===== config.mk =====
export PLATFORM = sky130hd
export DESIGN_NAME = adder_pipe
export DESIGN_NICKNAME = d
export VERILOG_FILES = /design/src/rtl/adder_pipe.sv
export SDC_FILE = /design/constraint.sdc
export NUM_CORES = 1
export LEC_CHECK = 0
export ABC_CLOCK_PERIOD_IN_PS = 2850
export CORE_MARGIN = 1.5
export CORE_UTILIZATION = 47
export CTS_CLUSTER_SIZE = 28
export DETAILED_ROUTE_END_ITERATION = 6
export PLACE_DENSITY = 0.76
export SETUP_SLACK_MARGIN = 0.1
export SYNTH_ARGS = -nofsm -noshare
export SYNTH_HDL_FRONTEND = slang
export SYNTH_SLANG_ARGS = --single-unit

===== constraint.sdc =====
create_clock -name clk -period 2.85 [get_ports clk]
set_input_delay 0.285 -clock clk [delete_from_list [all_inputs] [get_ports clk]]
set_output_delay 0.285 -clock clk [all_outputs]
set_load 0.01 [all_outputs]

===== src/rtl/adder_pipe.sv =====
// Segmented carry-pipelined adder/subtractor: stage k adds SEG bits and hands its
// carry to stage k+1, with optional unsigned saturation applied in the last stage.
module adder_pipe #(
    parameter int WIDTH = 32,
    parameter int SEG   = 8
) (
    input  logic             clk,
    input  logic             rst_n,
    input  logic             in_valid,
    output logic             in_ready,
    input  logic [WIDTH-1:0] x,
    input  logic [WIDTH-1:0] y,
    input  logic             cin,
    input  logic             sub,
    input  logic             sat,
    output logic             out_valid,
    input  logic             out_ready,
    output logic [WIDTH-1:0] sm,
    output logic             co,
    output logic             sm_zero
);

    localparam int NSEG = WIDTH / SEG;

    // Handshake: a transfer happens on a rising edge where valid and ready are both 1.
    // The whole pipeline freezes while the last stage holds a result nobody takes,
    // so in_ready is simply the inverse of that stall condition.

    logic             r_valid [NSEG];
    logic [WIDTH-1:0] r_sum   [NSEG];
    logic [WIDTH-1:0] r_x     [NSEG];
    logic [WIDTH-1:0] r_y     [NSEG];
    logic             r_c     [NSEG];
    logic             r_sub   [NSEG];
    logic             r_sat   [NSEG];
    logic             r_zero;

    logic             w_valid_in [NSEG];
    logic [WIDTH-1:0] w_sum_in   [NSEG];
    logic [WIDTH-1:0] w_x_in     [NSEG];
    logic [WIDTH-1:0] w_y_in     [NSEG];
    logic             w_c_in     [NSEG];
    logic             w_sub_in   [NSEG];
    logic             w_sat_in   [NSEG];
    logic [WIDTH-1:0] w_sum_nx   [NSEG];
    logic             w_c_nx     [NSEG];
    logic [SEG:0]     w_seg;
    logic             w_zero_nx;
    logic             w_stall;

    assign w_stall   = r_valid[NSEG-1] & ~out_ready;
    assign in_ready  = ~w_stall;
    assign out_valid = r_valid[NSEG-1];
    assign sm        = r_sum[NSEG-1];
    assign co        = r_c[NSEG-1];
    assign sm_zero   = r_zero;

    // Subtract is folded into stage 0 as x + ~y + 1, so later stages only add.
    always_comb begin
        w_valid_in[0] = in_valid;
        w_sum_in[0]   = '0;
        w_x_in[0]     = x;
        w_y_in[0]     = sub ? ~y : y;
        w_c_in[0]     = sub | cin;
        w_sub_in[0]   = sub;
        w_sat_in[0]   = sat;
        for (int k = 1; k < NSEG; k++) begin
            w_valid_in[k] = r_valid[k-1];
            w_sum_in[k]   = r_sum[k-1];
            w_x_in[k]     = r_x[k-1];
            w_y_in[k]     = r_y[k-1];
            w_c_in[k]     = r_c[k-1];
            w_sub_in[k]   = r_sub[k-1];
            w_sat_in[k]   = r_sat[k-1];
        end
    end

    always_comb begin
        w_seg     = '0;
        w_zero_nx = 1'b0;
        for (int k = 0; k < NSEG; k++) begin
            w_seg = {1'b0, w_x_in[k][k*SEG +: SEG]}
                  + {1'b0, w_y_in[k][k*SEG +: SEG]}
                  + {{SEG{1'b0}}, w_c_in[k]};
            w_sum_nx[k]                = w_sum_in[k];
            w_sum_nx[k][k*SEG +: SEG]  = w_seg[SEG-1:0];
            w_c_nx[k]                  = w_seg[SEG];
            if (k == NSEG - 1) begin
                // Final carry becomes a borrow for subtract; saturation keys off it.
                w_c_nx[k] = w_seg[SEG] ^ w_sub_in[k];
                if (w_sat_in[k] && w_c_nx[k])
                    w_sum_nx[k] = w_sub_in[k] ? '0 : '1;
                w_zero_nx = (w_sum_nx[k] == '0);
            end
        end
    end

    always_ff @(posedge clk or negedge rst_n) begin
        if (!rst_n) begin
            for (int k = 0; k < NSEG; k++) begin
                r_valid[k] <= 1'b0;
                r_sum[k]   <= '0;
                r_x[k]     <= '0;
                r_y[k]     <= '0;
                r_c[k]     <= 1'b0;
                r_sub[k]   <= 1'b0;
                r_sat[k]   <= 1'b0;
            end
            r_zero <= 1'b0;
        end else if (!w_stall) begin
            for (int k = 0; k < NSEG; k++) begin
                r_valid[k] <= w_valid_in[k];
                r_sum[k]   <= w_sum_nx[k];
                r_x[k]     <= w_x_in[k];
                r_y[k]     <= w_y_in[k];
                r_c[k]     <= w_c_nx[k];
                r_sub[k]   <= w_sub_in[k];
                r_sat[k]   <= w_sat_in[k];
            end
            r_zero <= w_zero_nx;
        end
    end

endmodule


==> results by group <==
GRT
  – Antenna violations before repair: 0
  – Largest net degree at the start of global routing: roughly 180
  – Overflow after GRT: 0
  – GRT Total Usage: 19.3%
  – Vias in the first global route: 6,331
  – First-pass GRT wire length: 30,700 µm

Setup path
  – WP data arrival: 2.89 ns
  – CP Max Fanout: 29
  – Crit end category: flip-flop
  – CP Class: flip-flop to flip-flop
  – Worst Setup SP: r_x[56]
  – Nature of the critical path startpoint: flip-flop
  – Worst path required time: 3.16 ns
  – Reg2reg start: r_x[56]

Synthesis
  – Async S/R FF share, synth: 100%
  – Most numerous cell in the Yosys netlist: nand2_1
  – Post-synthesis average cell area: 9.05 µm²
  – Cells after Synth: 999
  – Mapped cell area: 0.00904 mm²
  – Synth Register Bits: 191
  – Commonest cells post-synth: nand2_1 (377), dfrtp_1 (191), nor2_1 (63), a21oi_1 (48), o21ai_0 (44)
  – Dominant cells by area after synthesis: dfrtp_1 (53%), nand2_1 (16%), ha_1 (3.9%)
  – Yosys top cell area share: a little over half
  – Leading area contributor after synthesis: dfrtp_1
  – Dominant synthesized flop cell: dfrtp_1
  – Mapped Nets: ~1,100
  – Distinct cells, synth: between 40 and 50
  – EDFF count, synth: 0
  – Seq/Total Area, Yosys: 52.9%
  – Syn. warnings: 0

STA
  – Clk_skew: 0.00879 ns
  – Final setup vio count: 0
  – RSZ-0062 raised after global routing: no
  – Post-route setup TNS: 0 ns
  – Final period util: 90.5%
  – Endpoints failing hold: 0
  – Max Transition Viols Final: 0
  – Tmin final: roughly 2.6 ns
  – FMAX: a little under 400 MHz
  – Worst-margin pin slew: 0.809 ns
  – Max-slew headroom: 46.0%
  – Final WS setup: 0.271 ns

Detailed routing
  – Drt initial violations: 467
  – Residual DRC: 0
  – DR pass1 iterations: 5
  – Via density: around 5.0
  – Drt wl/cell: 13.9 µm
  – Final wirelength: 18,100 µm
  – Remaining antenna violation count: 0
  – Via Count: 6,509

Clock network
  – Clk sinks: between 150 and 200
  – Postcts setup bufs: 0
  – H-Tree Level Count: 4
  – Clk pin slew, worst setup/hold paths: 0.07 ns
  – CTS buffer count: 17
  – Worst-Skew Late Latency: about 0.43 ns
  – Max clock buf depth: 2
  – CTS tree: yes
  – Root Buffer: clkbuf_16

Cells and area
  – Layout Cells excl Fill: 1,297
  – Layout area overhead: 18.0%
  – Fin nets: 1,158
  – ANT cells: 0
  – Layout cells sized above 1: 5.27%
  – Fillers: 1,664
  – Finished Cell Area: ~0.011 mm²

Power
  – Worst ir drop on vdd: 520 µV
  – Clk pwr share: 19.6%
  – Switching Fraction: 37.5%
  – Seq pwr share: 38.7%
  – Standby leakage power: 5.07 nW
  – Int Power: between 7 and 8 mW
  – Total power: 12.2 mW
  – Combinational share of power: 41.6%
  – Net Switching: roughly 4.6 mW
  – PwrDens: between 1000 and 1500 mW/mm²

Worst hold path
  – Hold path start: x[12]
  – Hold Crit Class: input port to flip-flop

Place
  – Placer's final routability congestion estimate: 0.829
  – I/O Buffers: between 100 and 150
  – Setup WS pre-CTS: 0.0558 ns
  – DP HPWL: 12,200 µm
  – Placed cell count: 1,265
  – Placed Area: 0.0101 mm²

Floorplanning
  – # rows: 50
  – Initial Utilization: 48.2%
  – Die Width: 142 µm
  – Die area: 0.0201 mm²
  – I/O pins: 107
  – Die height: 142 µm
  – Core box area: 0.0188 mm²

Run
  – Max_cap viols: 0

Status
  – Status: finished clean
==> logic make-up after synthesis <==
kind of cell               after synthesis  synth area share [%]
DFF                                    191                  52.9
buffers and inverters                  108                  6.16
and+or+nand+nor                        471                  20.6
adders and majority gates               36                  5.65
xor gates and xnor gates                49                  4.75
AOI/OAI and AO/OA                      144                  9.98
==> sequential cells by signal, indices dropped and copies added (netlist names) <==
name       flops
sm_zero        1
r_sum         48
out_valid      1
r_valid        3
r_y           48
sm            32
r_sub          3
r_sat          3
r_c            3
r_x           48
co             1
==> worst max-delay path: stages (launching register included) <==
cell and delay (ns):
dfrtp_1 0.40, fa_1 0.46, inv_1 0.09, fa_2 0.23, nor2b_4 0.05, o31a_4 0.29, o22ai_4 0.17, xor2_1 0.10
or2b_2 0.34, buf_12 0.17, nand2_1 0.09, a21oi_1 0.07
==> power groups by stage <==
stage / logic, mW / clock network (mW) / registers (mW)
2_1_floorplan: 3.92 / 0 / 4.50
3_3_place_gp: 4.88 / 0 / 4.73
3_5_place_dp: 5.05 / 0 / 4.77
4_1_cts: 5.10 / 2.43 / 4.72
5_1_grt: 5.76 / 2.55 / 4.87
6_report: 5.08 / 2.40 / 4.72
==> layout make-up <==
| class | count | area [µm²] | area share [%] |
|---|---|---|---|
| Inverter | 26 | 100 | 0.938 |
| Sequential cell | 191 | 4780 | 44.8 |
| Timing Repair Buffer | 115 | 1190 | 11.2 |
| Clock buffer | 22 | 454 | 4.26 |
| Clock inverter | 9 | 135 | 1.27 |
| Multi-Input combinational cell | 700 | 3710 | 34.8 |
| Tap cell | 234 | 293 | 2.74 |
==> routing by layer <==
metal | part of all wire (%) | track usage (%) | routed length, µm
met5 | 0 | 0 | 0
met1 | 49 | 27.7 | 8800
met2 | 45 | 28.9 | 8090
met4 | 2.4 | 7.33 | 439
met3 | 4.0 | 3.98 | 730
==> per-stage QoR <==
stage	hold slack, ns	utilization, %
6_report	0.381	56.8
5_1_grt	0.384	56.8
4_1_cts	0.376	56.8
3_5_place_dp	0.396	53.6
3_3_place_gp	0.396	53.6
2_1_floorplan	-0.0106	-
==> final timing paths <==
check	cells past startpoint	end	slack [ns]
max in group asynchronous	3	sm[13]	1.55
worst min-delay path	3	r_x[108]	0.38
min in group asynchronous	2	sm[29]	0.46
worst min register to register	2	r_x[88]	0.47
worst max-delay path	11	sm[14]	0.27
worst max register to register	11	sm[14]	0.27
==> layout by cell type (no fill, tap or decap), drive strengths merged, types with 2 or more instances in the layout <==
master	netlist	layout
a211oi	5	5
a21boi	4	4
a21o	3	3
a21oi	58	58
buf	44	9
bufinv	0	3
clkbuf	38	23
clkdlybuf4s50	0	104
clkinv	0	2
clkinvlp	0	3
dfrtp	191	191
fa	8	8
ha	28	28
inv	26	27
nand2	377	377
nand2b	6	6
nor2	63	63
nor2b	7	7
nor3	4	4
nor4	4	4
nor4b	2	2
o211ai	2	2
o21a	6	6
o21ai	44	44
o21bai	5	5
o31ai	7	7
xnor2	38	38
xor2	11	11
==> timing repair <==
item / in CTS / in global routing
resized for setup: 0 / 4
endpoints found under the setup margin: 0 / 29
hold buffers: 1 / 0
endpoints found under the hold margin: 84 / 0
(Power assumes the default switching activity.)
